===== src/rtl/dcache_port_arbiter.sv =====
// dcache_port_arbiter
//   Shares one dcache request port between the load unit (CPU) and the
//   prefetcher (PF). Index phase: one requester is selected and forwarded
//   combinationally. The selection is locked until the cache grants it.
//   Tag phase: in the cycle after a grant, the tag, tag_valid and kill_req
//   come from the granted requester. Responses are routed back in order
//   through a small owner FIFO. At most MAX_OUTSTANDING granted requests
//   can wait for rvalid at once.
//
//   Ports:
//     clk_i, rst_ni  clock and synchronous active-low reset
//     cpu_port_i/o   load-unit request / response
//     pf_port_i/o    prefetcher request / response
//     cache_port_o   request towards the dcache
//     cache_port_i   response from the dcache
//     pf_enable_i    0 = no new prefetch request is selected
//
//   Optional feature: define PF_ARB_STARVE_PROTECT_EN to add a starvation
//   counter. A prefetch request blocked for PF_STARVE_LIMIT cycles then gets
//   priority. Without the macro, the CPU has strict priority.

package dcache_port_arbiter_pkg;
  localparam int unsigned IDX_W  = 12;
  localparam int unsigned TAG_W  = 20;
  localparam int unsigned DATA_W = 64;

  typedef struct packed {
    logic [IDX_W-1:0]    address_index;
    logic [TAG_W-1:0]    address_tag;
    logic [DATA_W-1:0]   data_wdata;
    logic                data_req;
    logic                data_we;
    logic [DATA_W/8-1:0] data_be;
    logic [1:0]          data_size;
    logic                kill_req;
    logic                tag_valid;
  } dcache_req_i_t;

  typedef struct packed {
    logic              data_gnt;
    logic              data_rvalid;
    logic [DATA_W-1:0] data_rdata;
  } dcache_req_o_t;

  typedef enum logic {OWN_CPU = 1'b0, OWN_PF = 1'b1} owner_e;
endpackage

module dcache_port_arbiter
  import dcache_port_arbiter_pkg::*;
#(
  parameter int unsigned MAX_OUTSTANDING = 2,
  parameter int unsigned PF_STARVE_LIMIT = 16
) (
  input  logic          clk_i,
  input  logic          rst_ni,
  input  dcache_req_i_t cpu_port_i,
  output dcache_req_o_t cpu_port_o,
  input  dcache_req_i_t pf_port_i,
  output dcache_req_o_t pf_port_o,
  output dcache_req_i_t cache_port_o,
  input  dcache_req_o_t cache_port_i,
  input  logic          pf_enable_i
);

  localparam int unsigned PTR_W = (MAX_OUTSTANDING > 1) ? $clog2(MAX_OUTSTANDING) : 1;
  localparam int unsigned CNT_W = $clog2(MAX_OUTSTANDING + 1);
  localparam logic [CNT_W-1:0] FIFO_DEPTH = CNT_W'(MAX_OUTSTANDING);
  localparam logic [PTR_W-1:0] PTR_LAST   = PTR_W'(MAX_OUTSTANDING - 1);

  owner_e           fifo_q [MAX_OUTSTANDING];
  logic [PTR_W-1:0] wr_ptr_q, rd_ptr_q;
  logic [CNT_W-1:0] fifo_cnt_q;
  logic             lock_valid_q;
  owner_e           lock_owner_q;
  logic             tag_phase_q;
  owner_e           tag_owner_q;

  logic          pf_eligible, starve_prio;
  logic          sel_valid, sel_req, fwd_req, gnt_fire;
  owner_e        sel_owner, head_owner;
  logic          fifo_full, fifo_empty, pop, stray_rvalid;
  dcache_req_i_t sel_src, tag_src;

  assign pf_eligible  = pf_port_i.data_req && pf_enable_i;
  assign fifo_full    = (fifo_cnt_q == FIFO_DEPTH);
  assign fifo_empty   = (fifo_cnt_q == '0);
  assign head_owner   = fifo_q[rd_ptr_q];
  assign pop          = cache_port_i.data_rvalid && !fifo_empty;
  assign stray_rvalid = cache_port_i.data_rvalid && fifo_empty;

  // NOTE: every signal written in always_comb gets a default first, so no path can infer a latch.
  always_comb begin
    sel_valid = 1'b0;
    sel_owner = OWN_CPU;
    if (lock_valid_q) begin
      // A PF handshake that is already locked finishes even if pf_enable_i has dropped.
      sel_valid = 1'b1;
      sel_owner = lock_owner_q;
    end else if (starve_prio && pf_eligible) begin
      sel_valid = 1'b1;
      sel_owner = OWN_PF;
    end else if (cpu_port_i.data_req) begin
      sel_valid = 1'b1;
      sel_owner = OWN_CPU;
    end else if (pf_eligible) begin
      sel_valid = 1'b1;
      sel_owner = OWN_PF;
    end
  end

  assign sel_src  = (sel_owner == OWN_PF) ? pf_port_i : cpu_port_i;
  assign tag_src  = (tag_owner_q == OWN_PF) ? pf_port_i : cpu_port_i;
  assign sel_req  = sel_valid && sel_src.data_req;
  // A full FIFO blocks the request even when this cycle's rvalid frees an entry.
  assign fwd_req  = sel_req && !fifo_full;
  assign gnt_fire = fwd_req && cache_port_i.data_gnt;

  always_comb begin
    cache_port_o = '0;
    if (sel_valid) begin
      cache_port_o.address_index = sel_src.address_index;
      cache_port_o.data_wdata    = sel_src.data_wdata;
      cache_port_o.data_we       = sel_src.data_we;
      cache_port_o.data_be       = sel_src.data_be;
      cache_port_o.data_size     = sel_src.data_size;
    end
    cache_port_o.data_req = fwd_req;
    if (tag_phase_q) begin
      cache_port_o.address_tag = tag_src.address_tag;
      cache_port_o.tag_valid   = tag_src.tag_valid;
      cache_port_o.kill_req    = tag_src.kill_req;
    end
  end

  always_comb begin
    cpu_port_o             = '0;
    pf_port_o              = '0;
    cpu_port_o.data_rdata  = cache_port_i.data_rdata;
    pf_port_o.data_rdata   = cache_port_i.data_rdata;
    cpu_port_o.data_gnt    = gnt_fire && (sel_owner == OWN_CPU);
    pf_port_o.data_gnt     = gnt_fire && (sel_owner == OWN_PF);
    cpu_port_o.data_rvalid = pop && (head_owner == OWN_CPU);
    pf_port_o.data_rvalid  = pop && (head_owner == OWN_PF);
  end

  // NOTE: FIFO storage has no reset. Clearing the count and pointers already makes it empty.
  always_ff @(posedge clk_i) begin
    if (gnt_fire) fifo_q[wr_ptr_q] <= sel_owner;
  end

  // NOTE: sequential state uses non-blocking assignments, so every flop sees pre-edge values.
  always_ff @(posedge clk_i) begin
    if (!rst_ni) begin
      wr_ptr_q     <= '0;
      rd_ptr_q     <= '0;
      fifo_cnt_q   <= '0;
      lock_valid_q <= 1'b0;
      lock_owner_q <= OWN_CPU;
      tag_phase_q  <= 1'b0;
      tag_owner_q  <= OWN_CPU;
    end else begin
      if (gnt_fire) wr_ptr_q <= (wr_ptr_q == PTR_LAST) ? '0 : wr_ptr_q + 1'b1;
      if (pop)      rd_ptr_q <= (rd_ptr_q == PTR_LAST) ? '0 : rd_ptr_q + 1'b1;
      case ({gnt_fire, pop})
        2'b10:   fifo_cnt_q <= fifo_cnt_q + 1'b1;
        2'b01:   fifo_cnt_q <= fifo_cnt_q - 1'b1;
        default: fifo_cnt_q <= fifo_cnt_q;
      endcase
      if (gnt_fire) begin
        lock_valid_q <= 1'b0;
      end else if (fwd_req) begin
        lock_valid_q <= 1'b1;
        lock_owner_q <= sel_owner;
      end
      tag_phase_q <= gnt_fire;
      tag_owner_q <= sel_owner;
    end
  end

`ifdef PF_ARB_STARVE_PROTECT_EN
  logic [7:0] starve_cnt_q;

  assign starve_prio = (starve_cnt_q >= 8'(PF_STARVE_LIMIT));

  // The counter saturates at the limit. It holds while the prefetcher is disabled.
  always_ff @(posedge clk_i) begin
    if (!rst_ni) begin
      starve_cnt_q <= '0;
    end else if (!pf_port_i.data_req || pf_port_o.data_gnt) begin
      starve_cnt_q <= '0;
    end else if (pf_enable_i && !starve_prio) begin
      starve_cnt_q <= starve_cnt_q + 1'b1;
    end
  end
`else
  logic [7:0] unused_starve_limit;

  assign starve_prio         = 1'b0;
  assign unused_starve_limit = 8'(PF_STARVE_LIMIT);
`endif

  // An rvalid with nothing outstanding is dropped. It is not routed and does not pop.
  always_ff @(posedge clk_i) begin
    if (rst_ni && cache_port_i.data_rvalid) begin
      assert (!stray_rvalid)
        else $warning("dcache_port_arbiter: rvalid received with no outstanding request");
    end
  end

endmodule


===== config.mk =====
export PLATFORM = sky130hd
export DESIGN_NAME = dcache_port_arbiter
export DESIGN_NICKNAME = d
export VERILOG_FILES = /design/src/rtl/dcache_port_arbiter.sv
export SDC_FILE = /design/constraint.sdc
export NUM_CORES = 1
export LEC_CHECK = 0
export CORE_AREA = 3 3 203 205
export CTS_BUF_LIST = sky130_fd_sc_hd__clkbuf_4 sky130_fd_sc_hd__clkbuf_8
export CTS_CLUSTER_SIZE = 12
export DETAILED_ROUTE_END_ITERATION = 8
export DIE_AREA = 0 0 206 208
export GPL_ROUTABILITY_DRIVEN = 0
export PLACE_DENSITY = 0.42
export SETUP_SLACK_MARGIN = 0.15
export SLEW_MARGIN = 30
export SYNTH_ARGS = -nofsm -noshare
export SYNTH_HDL_FRONTEND = slang
export SYNTH_SLANG_ARGS = --single-unit

===== constraint.sdc =====
create_clock -name clk_i -period 2.1 [get_ports clk_i]
set_input_delay 0.525 -clock clk_i [delete_from_list [all_inputs] [get_ports clk_i]]
set_output_delay 0.525 -clock clk_i [all_outputs]
set_load 0.03 [all_outputs]

==> impl_metrics.yaml, run 1 <==
outcome:
  status: "finished, violations left"
  violations: "setup timing"
logic_synthesis:
  synth_top_family_by_area: "buffers and inverters"
  synth_xor_area_share_pct: 0.859
  yosys.area_share.simple_pct: 29.4
  syn_inst: 521
  synth_area_per_cell_sq_um: 5.87
  syn_area_sq_mm: 0.00306
  synth_compound_area_share_pct: 16.1
  ys_seq_elements: 11
  yosys_warnings: 0
  synth_cell_types: 24
  synth_nets: 811
  synth_fa_ha_area_share_pct: 0.409
  synthMuxAreaShare_pct: 8.18
  ys_seq_area_share_pct: 7.85
floorplanning:
  die_y_microns: 208
  die_area_sq_mm: 0.0428
  io_pins: 531
  rows: 73
  coreArea_sq_mm: 0.0396
  die_w_microns: 206
  initial_core_util_pct: 7.72
timing:
  finalSetupViolations: 88
  finalClockSkew_ns: 0.00497
  finalWorstSetupSlack_ns: -0.332
  grt_setup_unrepaired: "true"
  fin_crit_ns: 2.43
  hold_viol: 0
  relSlewSlack_pct: 83.4
  whs_ns: 0.481
  worst_pin_slew_ns: 0.241
  max_freq_mhz: 411
  period_share_pct: 116
  slew_violations: 0
pwr:
  ir_worst_vdd_mv: 0.229
  seq_power_share_pct: 7.9
  leakagePower_nw: 3.69
  internal_power_w: 0.00216
  clockPowerShare_pct: 5.8
  power.density_mw_per_mm2: 423
  sw_frac_of_total_pct: 44.4
  comb_power_share_pct: 86.3
  power.switching_w: 0.00172
cells_and_area:
  ff_latch_area_sq_um: 249
  final_cell_mix: "clkdlybuf4s50_1, buf_6, nand2_1"
  multi_input_area_sq_mm: 0.00308
  design_area_sq_mm: 0.00918
  utilization_pct: 23.2
  final_cell_count_no_fill: 1321
  nets: 1087
  diodes: 0
  final_common_cell: "clkdlybuf4s50_1"
  fill_cells: 4321
  syn_to_final_growth_pct: 200
  drive_gt1_share_pct: 53.0
route:
  route.detailed.drc: 0
  vias_per_cell: 3.37
  first_iter_violations: 82
  num_vias: 4450
  wirelength_mm: 21.2
  wl_per_cell_microns: 16.0
  ant_nets: 0
  dr.pass1.iters: 4
global_route:
  grt-ovfl-total: 0
  grt_pass1_vias: 4878
  grt_max_degree: 23
  antenna_found_initial: 0
  grt_pass1_wl_mm: 29.1
  grt_util_all_layers_pct: 8.94
worst_setup_path:
  worst_setup_path_start_kind: "input pin"
  r2r_start: "lock_valid_q"
  arrival_ns: 1.91
  rr_endpoint: "fifo_cnt_q[1]"
  critPathMaxFanout: 8
  critPathLaunch: "cpu_port_i[13]"
  worstSetupPathType: "input pin to output port"
  endpoint: "cache_port_o[22]"
  worstPathRequired_ns: 1.57
  r2r_cells: 9
  rrSetupSlack_ns: 0.25
  crit_path_end_kind: "output port"
placement:
  dpl.cell_count: 1276
  place_area_sq_mm: 0.00732
  hpwl_mm: 15.6
  dpl_worst_slack_ns: -1.09
  io_buffers: 338
clock_tree:
  clockBufferDepth: 2
  cts_tree: "yes"
  clkTransAtPathRegs_ns: 0.05
  h-tree-depth: 1
  cts_root_buf: "clkbuf_8"
  cts-buffers-inserted: 3
  clock_latency_ns: 0.24
  cts_sinks: 11
worst_hold_path:
  hold_path.class: "flop to flop"
  whs_path_depth: 2
flow_run:
  drv_cap: 0
==> synthesized netlist by cell type, drive strengths merged <==
library cell | instances | area [sq um]
nand2 | 178 | 668
buf | 143 | 1050
a21oi | 89 | 445
mux2i | 25 | 250
nor2b | 24 | 150
clkbuf | 19 | 71.3
nor2 | 10 | 37.5
dfxtp | 9 | 180
inv | 6 | 22.5
edfxtp | 2 | 60.1
nand2b | 2 | 12.5
nand3 | 2 | 10.0
o21ai | 2 | 10.0
xor2 | 2 | 17.5
a32oi | 1 | 16.3
and3 | 1 | 6.26
ha | 1 | 12.5
nand4b | 1 | 8.76
o2111a | 1 | 11.3
o221ai | 1 | 8.76
or3 | 1 | 6.26
xnor2 | 1 | 8.76
==> layer usage <==
layer	vias to the layer above	GRT usage, %	share of wire [%]	wire length (microns)
met3	59	3.49	11	2370
li1	2091	-	-	-
met4	2	2.83	3.5	741
met1	1987	8.49	32	6830
met2	311	17.2	53	11100
met5	-	1.27	0.37	78
==> metrics by stage <==
step,setup TNS [ns],total power (W)
floorplan,-2.26,0.00211
global placement,-82.23,0.00304
detailed placement,-82.05,0.00305
CTS,-24.95,0.00384
global route,-26.61,0.00409
finish,-21.49,0.00388
==> cells by family (layout without fill, tap and decap cells) <==
group / Yosys count / after routing
buf+inv: 168 / 443
xor+xnor: 3 / 3
simple gates: 219 / 219
mux: 25 / 25
compound gates: 94 / 94
fa+ha+maj: 1 / 1
flops: 11 / 11
==> worst min-delay path by stage <==
stage / from / endpoint
after global routing: wr_ptr_q / wr_ptr_q
after global placement: wr_ptr_q / wr_ptr_q
after floorplan: wr_ptr_q / wr_ptr_q
after CTS: wr_ptr_q / wr_ptr_q
after detailed placement: wr_ptr_q / wr_ptr_q
final: wr_ptr_q / wr_ptr_q
==> power groups by stage <==
stage          clock network (W)  logic (W)  registers [W]
2_1_floorplan                  0    0.00181       0.000300
3_3_place_gp                   0    0.00274       0.000304
3_5_place_dp                   0    0.00274       0.000304
4_1_cts                 0.000234    0.00330       0.000308
5_1_grt                 0.000247    0.00353       0.000312
6_report                0.000227    0.00335       0.000307
==> cell type report <==
cell class | instances | share of cell area (%)
tap | 525 | 7.16
sequential | 11 | 2.71
multi-input combinational | 342 | 33.6
timing repair buffer | 433 | 55.6
clock buffer | 4 | 0.532
inverter | 6 | 0.382
==> worst max-delay path, stage by stage <==
cell,delay (ns)
buf_8,0.10
nor2_4,0.10
a32oi_4,0.11
buf_12,0.15
buf_8,0.12
clkinv_8,0.06
buf_12,0.14
buf_12,0.16
nand2_2,0.08
a21oi_4,0.18
buf_6,0.16
==> repair_timing <==
item | 4_1_cts | 5_1_grt
hold buffers | 0 | 0
hold endpoints to repair | 0 | 0
resized for setup | 352 | 76
pin swaps | 74 | 29
setup endpoints to repair | 109 | 97
setup buffers | 21 | 4
cloned | 15 | 1
==> registers in the layout, indices dropped and copies added, names as in the netlist, named ones only <==
name / cells
lock_owner_q: 1
fifo_cnt_q: 2
rd_ptr_q: 1
lock_valid_q: 1
tag_phase_q: 1
fifo_q: 2
wr_ptr_q: 1
tag_owner_q: 1
(Power assumes the default switching activity.)
==> run 2: changes to the inputs <==
Settings changed: CAP_MARGIN set to 20, TNS_END_PERCENT set to 20.
==> run 2 against run 1 <==
  * The flow still finishes with violations (setup timing)
  * Combinational power down 19%
  * Final cell count down 2.9%
  * Total power down 16%
  * Routed wire length down 9.5%
  * Clock-buffer cell count unchanged
  * Largest cell class unchanged
  * Largest power group unchanged
==> impl_metrics.yaml, run 2 (same netlist as run 1, synthesis figures left out) <==
outcome:
  status: "finished, violations left"
  violations: "setup timing"
global_route:
  grt_pass1_wl_mm: 26.1
  grt_max_degree: 30
  grt_pass1_vias: 4417
  antenna_found_initial: 0
  grt_util_all_layers_pct: 7.88
  grt-ovfl-total: 0
timing:
  worst_pin_slew_ns: 0.313
  finalWorstSetupSlack_ns: -0.281
  period_share_pct: 113
  relSlewSlack_pct: 79.2
  slew_violations: 0
  finalSetupViolations: 89
  hold_viol: 0
  whs_ns: 0.477
  finalClockSkew_ns: 0.00422
  grt_setup_unrepaired: "true"
  max_freq_mhz: 420
  fin_crit_ns: 2.38
worst_setup_path:
  worstSetupPathType: "flop to output port"
  r2r_start: "lock_owner_q"
  slowest_stage: "dfxtp_4"
  cp_cell_sequence: "buf_6 -> a32oi_4 -> buf_12 -> buf_12 -> buf_12 -> nand2_1 -> a21oi_1 -> buf_4"
  path_buf_inv: 5
  crit_path_end_kind: "output port"
  rr_endpoint: "fifo_cnt_q[1]"
  slowest_delay_ns: 0.36
  worstPathRequired_ns: 1.57
  rrSetupSlack_ns: 0.14
  arrival_ns: 1.86
  cp_common_cell: "buf_12"
  r2r_cells: 9
  critPathMaxFanout: 10
  worst_setup_path_start_kind: "flop"
  crit_family: "buffers and inverters"
floorplanning:
  rows: 73
  die_w_microns: 206
  coreArea_sq_mm: 0.0396
  initial_core_util_pct: 7.72
  io_pins: 531
  die_y_microns: 208
  die_area_sq_mm: 0.0428
clock_tree:
  clockBufferDepth: 2
  clkTransAtPathRegs_ns: 0.05
  cts_tree: "yes"
  h-tree-depth: 1
  clock_latency_ns: 0.24
  cts_root_buf: "clkbuf_8"
  cts_sinks: 11
  cts-buffers-inserted: 3
route:
  ant_nets: 0
  first_iter_violations: 143
  dr.pass1.iters: 4
  num_vias: 4245
  route.detailed.drc: 0
  wirelength_mm: 19.2
  vias_per_cell: 3.31
  wl_per_cell_microns: 14.9
cells_and_area:
  reg_top3: "fifo_cnt_q x2, fifo_q x2"
  fill_cells: 4456
  nets: 1049
  design_area_sq_mm: 0.00749
  diodes: 0
  final_common_cell: "clkdlybuf4s50_1"
  drive_gt1_share_pct: 38.9
  final_cell_mix: "clkdlybuf4s50_1, nand2_1, buf_4"
  syn_to_final_growth_pct: 145
placement:
  hpwl_mm: 15.2
  place_area_sq_mm: 0.00642
  dpl_worst_slack_ns: -0.840
  io_buffers: 338
worst_hold_path:
  hp-start: "wr_ptr_q"
  min_to: "wr_ptr_q"
  whs_path_depth: 2
  hold_path.class: "flop to flop"
pwr:
  ir_worst_vdd_mv: 0.163
  leakagePower_nw: 3.01
  power.density_mw_per_mm2: 435
flow_run:
  drv_cap: 0
## run 2: cell types whose count changed in the layout (fill, tap and decap cells not counted), moves of 13 or more
cell,delta
buf_16,-13
a21oi_4,-45
buf_4,+21
nand2_4,-39
a21oi_1,+30
buf_6,-23
a21oi_2,+15
nand2_1,+51
buf_12,-21
## run 2: layer usage
layer  track usage [%]  wire length, microns
met5              1.15                    65
met4              3.07                   802
met3              3.13                  2300
met2              13.9                  9480
met1              8.25                  6500
## run 2: where the power goes
group	switching, W	total, W	internal [W]
Combinational	0.00136	0.00271	0.00135
Sequential	0.0000497	0.000316	0.000266
Clock	0.0000837	0.000230	0.000147
## run 2: final cells by class
cell class / count / area (sq um) / area share, %
flip-flops and latches: 11 / 244 / 3.26
clock buffers: 4 / 48.8 / 0.651
well taps: 525 / 657 / 8.77
multi-input cells: 342 / 2300 / 30.7
inverters: 6 / 35.0 / 0.468
repair buffers: 395 / 4210 / 56.2
## run 2: per-stage QoR
| stage | util, % | total power (W) | instances | setup TNS [ns] |
|---|---|---|---|---|
| detailed placement | 16.2 | 0.00264 | 1262 | -63.11 |
| finish | 18.9 | 0.00326 | 1283 | -18.76 |
| global placement | 16.2 | 0.00263 | 1262 | -63.64 |
| global route | 18.9 | 0.00343 | 1283 | -23.52 |
| CTS | 17.9 | 0.00316 | 1278 | -18.91 |
| floorplan | - | 0.00190 | 521 | -13.59 |
## run 2: what timing repair did
| action | CTS | global route |
|---|---|---|
| endpoints found under the setup margin | 100 | 96 |
| buffers inserted | 9 | 2 |
| cloned | 3 | 3 |
| hold buffers | 0 | 0 |
| resized for setup | 158 | 86 |
| pin swaps | 14 | 12 |
## run 2: worst max-delay path by stage
stage                   start                end  slack [ns]  cells past startpoint
2_1_floorplan  cpu_port_i[13]   cache_port_o[11]       -0.21                      6
3_3_place_gp   cpu_port_i[13]  cache_port_o[100]       -0.82                      7
3_5_place_dp    pf_port_i[13]      fifo_cnt_q[1]       -0.84                     10
4_1_cts          lock_valid_q  cache_port_o[105]       -0.27                      9
5_1_grt          lock_valid_q   cache_port_o[38]       -0.33                      8
6_report         lock_valid_q   cache_port_o[38]       -0.28                      8
## run 2: tightest hold or removal path, cell delays in order, from the launching register on
cell and delay [ns]:
dfxtp_1 0.31, nand2_1 0.06, mux2i_1 0.06
